[config.mk]
export PLATFORM = sky130hd
export DESIGN_NAME = boot_run_ctrl
export DESIGN_NICKNAME = d
export VERILOG_FILES = /design/src/rtl/boot_run_ctrl.sv
export SDC_FILE = /design/constraint.sdc
export NUM_CORES = 1
export LEC_CHECK = 0
export BUFFER_PORTS_ARGS = -buffer_cell sky130_fd_sc_hd__buf_4
export CAP_MARGIN = 20
export CORE_MARGIN = 10
export CORE_UTILIZATION = 56
export DETAILED_ROUTE_END_ITERATION = 6
export PLACE_DENSITY = 0.91
export RECOVER_POWER = 100
export SLEW_MARGIN = 20
export SYNTH_ARGS = -nofsm -noshare
export SYNTH_HDL_FRONTEND = slang
export SYNTH_SLANG_ARGS = --single-unit
export TNS_END_PERCENT = 100
[constraint.sdc]
create_clock -name clk -period 3 [get_ports clk]
set_input_delay 0.3 -clock clk [delete_from_list [all_inputs] [get_ports clk]]
set_output_delay 0.3 -clock clk [all_outputs]
set_load 0.1 [all_outputs]
[src/rtl/boot_run_ctrl.sv]
// Program-run sequencer: streams a byte image into the instruction ROM with the core
// held in reset, then releases the core and runs it until halt or a cycle budget.
module boot_run_ctrl #(
  parameter int unsigned ADDR_BITS  = 10,
  parameter int unsigned MAX_CYCLES = 2500
) (
  input  logic                 clk,
  input  logic                 rst,
  input  logic                 start,
  input  logic                 in_valid,
  output logic                 in_ready,
  input  logic [7:0]           in_data,
  input  logic                 in_last,
  output logic                 rom_we,
  output logic [ADDR_BITS-1:0] rom_addr,
  output logic [7:0]           rom_wdata,
  output logic                 core_rst,
  input  logic                 core_halt,
  output logic [31:0]          cycle_count,
  output logic                 done,
  output logic                 timeout,
  output logic                 truncated
);

  localparam int unsigned CNT_W = 32;
  localparam logic [ADDR_BITS-1:0] PTR_LAST  = '1;
  localparam logic [CNT_W-1:0]     CNT_LIMIT = CNT_W'(MAX_CYCLES);

  typedef enum logic [2:0] {
    S_IDLE,
    S_LOAD,
    S_RELEASE,
    S_RUN,
    S_DONE
  } state_t;

  state_t                 state_q, state_d;
  logic [ADDR_BITS-1:0]   ptr_q, ptr_d;
  logic                   in_ready_d;
  logic                   rom_we_d;
  logic [ADDR_BITS-1:0]   rom_addr_d;
  logic [7:0]             rom_wdata_d;
  logic                   core_rst_d;
  logic [CNT_W-1:0]       cycle_count_d;
  logic [CNT_W-1:0]       cnt_inc;
  logic                   done_d;
  logic                   timeout_d;
  logic                   truncated_d;

  // Saturating increment of the run counter.
  assign cnt_inc = (&cycle_count) ? cycle_count : cycle_count + CNT_W'(1);

  // Next-state and next-output logic; every output is registered below.
  always_comb begin
    state_d       = state_q;
    ptr_d         = ptr_q;
    rom_we_d      = 1'b0;
    rom_addr_d    = rom_addr;
    rom_wdata_d   = rom_wdata;
    cycle_count_d = cycle_count;
    timeout_d     = timeout;
    truncated_d   = truncated;

    case (state_q)
      S_IDLE, S_DONE: begin
        if (start) begin
          state_d       = S_LOAD;
          ptr_d         = '0;
          cycle_count_d = '0;
          timeout_d     = 1'b0;
          truncated_d   = 1'b0;
        end
      end
      S_LOAD: begin
        if (in_valid && in_ready) begin
          rom_we_d    = 1'b1;
          rom_addr_d  = ptr_q;
          rom_wdata_d = in_data;
          ptr_d       = ptr_q + ADDR_BITS'(1);
          if (in_last) begin
            state_d = S_RELEASE;
          end else if (ptr_q == PTR_LAST) begin
            // ROM full before the stream ended: stop here rather than wrap.
            truncated_d = 1'b1;
            state_d     = S_RELEASE;
          end
        end
      end
      S_RELEASE: begin
        state_d = S_RUN;
      end
      S_RUN: begin
        cycle_count_d = cnt_inc;
        if (core_halt) begin
          state_d   = S_DONE;
          timeout_d = 1'b0;
        end else if (cnt_inc >= CNT_LIMIT) begin
          state_d   = S_DONE;
          timeout_d = 1'b1;
        end
      end
      default: begin
        state_d = S_IDLE;
      end
    endcase

    in_ready_d = (state_d == S_LOAD);
    core_rst_d = (state_d != S_RUN);
    done_d     = (state_d == S_DONE);
  end

  always_ff @(posedge clk) begin
    if (rst) begin
      state_q     <= S_IDLE;
      ptr_q       <= '0;
      in_ready    <= 1'b0;
      rom_we      <= 1'b0;
      rom_addr    <= '0;
      rom_wdata   <= '0;
      core_rst    <= 1'b1;
      cycle_count <= '0;
      done        <= 1'b0;
      timeout     <= 1'b0;
      truncated   <= 1'b0;
    end else begin
      state_q     <= state_d;
      ptr_q       <= ptr_d;
      in_ready    <= in_ready_d;
      rom_we      <= rom_we_d;
      rom_addr    <= rom_addr_d;
      rom_wdata   <= rom_wdata_d;
      core_rst    <= core_rst_d;
      cycle_count <= cycle_count_d;
      done        <= done_d;
      timeout     <= timeout_d;
      truncated   <= truncated_d;
    end
  end

endmodule

Word level (Yosys, flattened, before mapping):

Cells that the tools add are included.

* multiplexer cells: 22
* equality and inequality tests: 13
* reductions and logical operators: 12
* divide/modulo/power cells: 0
* bitwise logic cells: 1
* shift operators: 0
* add/sub/neg operators: 2
* multipliers: 0
* magnitude comparators: 1

Operators by type and width (count)
* $mux 32: 2
* $pmux 32 s2: 1
* $add 32x1->32 const B: 1
* $ge 32x12->1 const B: 1
* $reduce_and 32->1: 1
* $mux 10: 2
* $pmux 10 s2: 1
* $mux 3: 6
* $pmux 3 s4: 1
* $add 10x1->10 const B: 1
* $eq 10x10->1 const B: 1
* $ne 2x2->1 const B: 4
* $mux 1: 7
* $eq 3x1->1 const B: 2
* $eq 3x2->1 const B: 2
* $eq 3x3->1 const B: 2
* $reduce_and 3->1: 2
* $reduce_and 5->1: 1
* $pmux 1 s2: 2
* $reduce_and 2->1: 2
* $reduce_bool 2->1: 2
* $reduce_or 2->1: 2
* $logic_not 3->1: 1
* $ne 3x2->1 const B: 1
* 3 further kinds: 3

* bits of input ports: 14
* logic and storage cells: 62
* memories kept: 0
* output and inout bits: 56
* bits in registers: 69
* latch bits: 0
* ROM bits: 0
* bits in writable memories: 0

Logic depth before layout (Yosys ltp):

* depth after elaboration: 7
* mapped depth: 11

Worst setup path before layout:

No wires, ideal clock.

* path kind: register to register
* start: register cycle_count[5]
* end: register timeout
* setup time: 0.121 ns
* buffers on the path: 1
* data required time: 2.879 ns
* path slack: -0.490 ns
* period minus slack after synthesis: 3.490 ns
* arrival time: 3.368 ns
* cell stages (with the launch flop): 10
* cells stage by stage: dfxtp_1 buf_2 nand4_4 or4_4 nor2_2 nand4_1 a221oi_2 nand4_2 o31ai_4 mux2_4

* longest elaborated chain between the ends: 5

RTL lines
* start: declaration: line 19 `output logic [31:0] cycle_count,`
* start signal: assignment: line 133 `cycle_count <= cycle_count_d;`
* $add 32x1->32 or $reduce_and 32->1 (tied branches): line 51 `assign cnt_inc = (&cycle_count) ? cycle_count : cycle_count + CNT_W'(1);`
* $mux 32 (*): line 51
* $ge 32x12->1 (*): line 97 `end else if (cnt_inc >= CNT_LIMIT) begin`
* $ne 3x3->1 (no source line) (*)
* $reduce_and 3->1 (no source line) (*)
* end signal: assignment: line 135 `timeout <= timeout_d;`
* end: declaration: line 21 `output logic timeout,`

Every way passes the cells marked *; elsewhere a longest branch is shown, timed or not.
A chain may end at the register's enable or synchronous reset.

Worst setup path after layout:

* start: register cycle_count[7]
* end: register timeout

Same word-level chain as after synthesis.

==> summary.md <==
| Metric | Value |
|---|---|
| Status | `finished clean` |
| Final ANT Viol Nets | `0` |
| Reg-to-reg endpoint | `timeout` |
| Die H | `104 um` |
| First-pass GRT wire length | `20.3 mm` |
| Finished Cell Area | `0.00469 sq mm` |
| Final net count | `603` |
| Area taken by multi-input logic gates | `0.00242 sq mm` |
| Setup Viol. Count Final | `0` |
| Root Driver | `clkbuf_8` |
| IO buf count | `69` |
| H-tree levels | `3` |
| Largest net degree at the start of global routing | `58` |
| Worst R2R Start | `cycle_count[7]` |
| Routability cong. | `0.950` |
| Initial DRC Count | `491` |
| Most Crowded Layer GR | `met2` |
| Crit path kind | `reg -> reg` |
| Clock transition at the registers of the reported paths | `0.09 ns` |
| Netlist Area Pre-Place | `0.00399 sq mm` |
| Final Hold Fails | `0` |
| Tot GR Track Use | `0.220` |
| Most frequent cells in the layout | `nand2_1, nor2_1, clkbuf_1` |
| Ys flop type | `dfxtp_1` |
| Synthesized area per cell | `7.61 sq um` |
| Worst slew pin tran | `1.23 ns` |
| Sequential-to-total area share from yosys stat | `0.346` |
| Reg2reg path depth | `8` |
| Die W | `104 um` |
| Dpl cells | `667` |
| Drt wl/cell | `18.6 um` |
| Worst endpoint required time | `3.24 ns` |
| Slew margin rel. | `0.183` |
| Clock Sinks | `69` |
| Die area | `0.0109 sq mm` |
| DR vias/cell | `6.32` |
| Placed inst area | `0.00465 sq mm` |
| Hold Slack | `0.189 ns` |
| CTS tree | `built` |
| Vias in the first global route | `3,999` |
| Met3 usage | `0.0502` |
| WHS Path Cells | `3` |
| Fillcell total | `636` |
| Crit share post-route | `0.959` |
| Core Rows | `30` |
| Area contributors post-synth | `dfxtp_1, nand2_1, a21oi_1` |
| Buffer and inverter count on the worst path | `0` |
| TNS Setup | `0 ns` |
| Final Core Density | `0.683` |
| Antenna violations before repair | `0` |
| Power, Total | `1.95 mW` |
| HP Class | `in -> reg` |
| Yosys top cell by area | `dfxtp_1` |
| Slowest cell on crit path | `or4_4` |
| FMAX | `348 MHz` |
| Hold_buf cts | `0` |
| Leakage | `1.56 nW` |
| # diodes | `0` |
| CP Data Arrival Time | `3.12 ns` |
| CTS Buffer Depth | `2` |
| Max Cap Violations | `0` |
| Total iterations of the first detailed-routing run | `5` |
| Distinct cells, synth | `68` |
| CP Launch Type | `flop` |
| Mapped Cells | `524` |
| CP endpoint kind | `flop` |
| Initial Util | `0.581` |
| Largest stage delay on the critical path | `0.61 ns` |
| Boundary Pins | `70` |
| Synth async-reset ratio | `0` |
| Crit-path cells | `nand4_4, or4_4, nor2_2, nand4_1, a221oi_2, nand4_2, o31ai_4, mux2_4` |
| Crit path max fanout | `8` |
| WL final | `12.8 mm` |
| DRC | `0` |
| FF+latch area | `0.00144 sq mm` |
| Crit path depth | `8` |
| Slew Viols, Final | `0` |
| Layout Cells excl Fill | `688` |
| Syn-to-layout area delta | `17.7%` |
| Layout cells sized above 1 | `0.184` |
| Grt ovf | `0` |
| Syn. warnings | `0` |
| Hold wc startpoint | `in_data[2]` |
| DR vias | `4,350` |
| Power per cell area | `416 mW/mm^2` |
| #FFs+latches synth | `69` |
| Met1 GRT Util | `0.286` |
| Pre-CTS setup slack | `0.0539 ns` |
| Layout Skew | `0.0117 ns` |
| Net Count, Synth | `540` |
| Peak VDD IR | `0.193 mV` |
| Worst skew pair latency | `0.35 ns` |
| Final WS setup | `0.123 ns` |
| Total CTS buffers | `9` |
| Hpwl dp | `9.09 mm` |
| Post-synth EDFFs | `0` |
| Core area | `0.00687 sq mm` |
| Met2 GRT Util | `0.347` |
| Min Tclk post-route | `2.88 ns` |
| Most common cell after layout, fill and taps aside | `nand2_1` |
| Hold EP | `rom_wdata[2]` |
| Critical path's top delay family | `simple AND/OR/NAND/NOR gates` |
| R2R Setup Slk | `0.12 ns` |
| Synth top area share | `0.346` |
-- final cells by class --
cell class | instances | area share
timing repair buffer | 93 | 0.101
tap | 96 | 0.0256
sequential | 69 | 0.308
multi-input combinational | 410 | 0.515
clock buffer | 10 | 0.0317
inverter | 4 | 0.00320
clock inverter | 6 | 0.0163
-- power breakdown --
| part | leakage [nW] | switching (mW) | internal (mW) |
|---|---|---|---|
| combinational | 0.871 | 0.117 | 0.0369 |
| sequential | 0.576 | 0.00753 | 0.914 |
| clock | 0.115 | 0.425 | 0.450 |
-- sequential cells by signal, summed over array words and instances (netlist names) --
signal and cells:
rom_we 1, state_q 3, cycle_count 32, ptr_q 10, rom_addr 10, in_ready 1, rom_wdata 8, truncated 1
core_rst 1, timeout 1, done 1
-- what timing repair did --
| item | CTS | global route |
|---|---|---|
| setup endpoints to repair | 0 | 6 |
| gates resized for setup | 0 | 3 |
| setup buffers | 0 | 5 |
-- worst max-delay path by stage --
| stage | slack, ns | to | from |
|---|---|---|---|
| floorplan | 0.02 | timeout | cycle_count[6] |
| global placement | 0.18 | timeout | cycle_count[0] |
| detailed placement | 0.05 | timeout | cycle_count[0] |
| CTS | 0.02 | timeout | cycle_count[0] |
| global route | -0.005 | timeout | cycle_count[1] |
| finish | 0.12 | timeout | cycle_count[7] |
-- kinds of logic after synthesis --
group           Yosys count  share of synthesized area
fa+ha+maj                 2                    0.00627
buf+inv                  45                     0.0480
simple gates            262                      0.336
mux                       7                     0.0195
compound gates          116                      0.194
xor+xnor                 23                     0.0505
flops                    69                      0.346
-- cells in the mapped netlist (all sizes together), types with 3 or more instances --
library cell and n:
nor2 61, nor4 8, inv 4, or2 7, xnor2 12, o31ai 4, a41oi 3, clkbuf 25
a221oi 3, mux2 3, a21oi 52, buf 16, xor2 11, nand2 80, a311oi 5, mux2i 4
a211oi 5, nand3 33, a22oi 4, dfxtp 69, nand4 16, or4 4, o211ai 4, nand3b 3
or3 7, and3 8, nor3 14, and2 5, o21ai 19, o2111ai 3, and4 6, nor2b 4
-- metal layers --
metal  wire, um  share of wire
met1       5500           0.43
met2       5870           0.46
met3       1110          0.087
met4        307          0.024
met5          0              0
-- tightest hold or removal path, delay by kind of cell --
family / cells / cell delay, ns
compound gates: 1 / 0.05
buf+inv: 1 / 0.11
simple gates: 1 / 0.04
(Power assumes the default switching activity.)
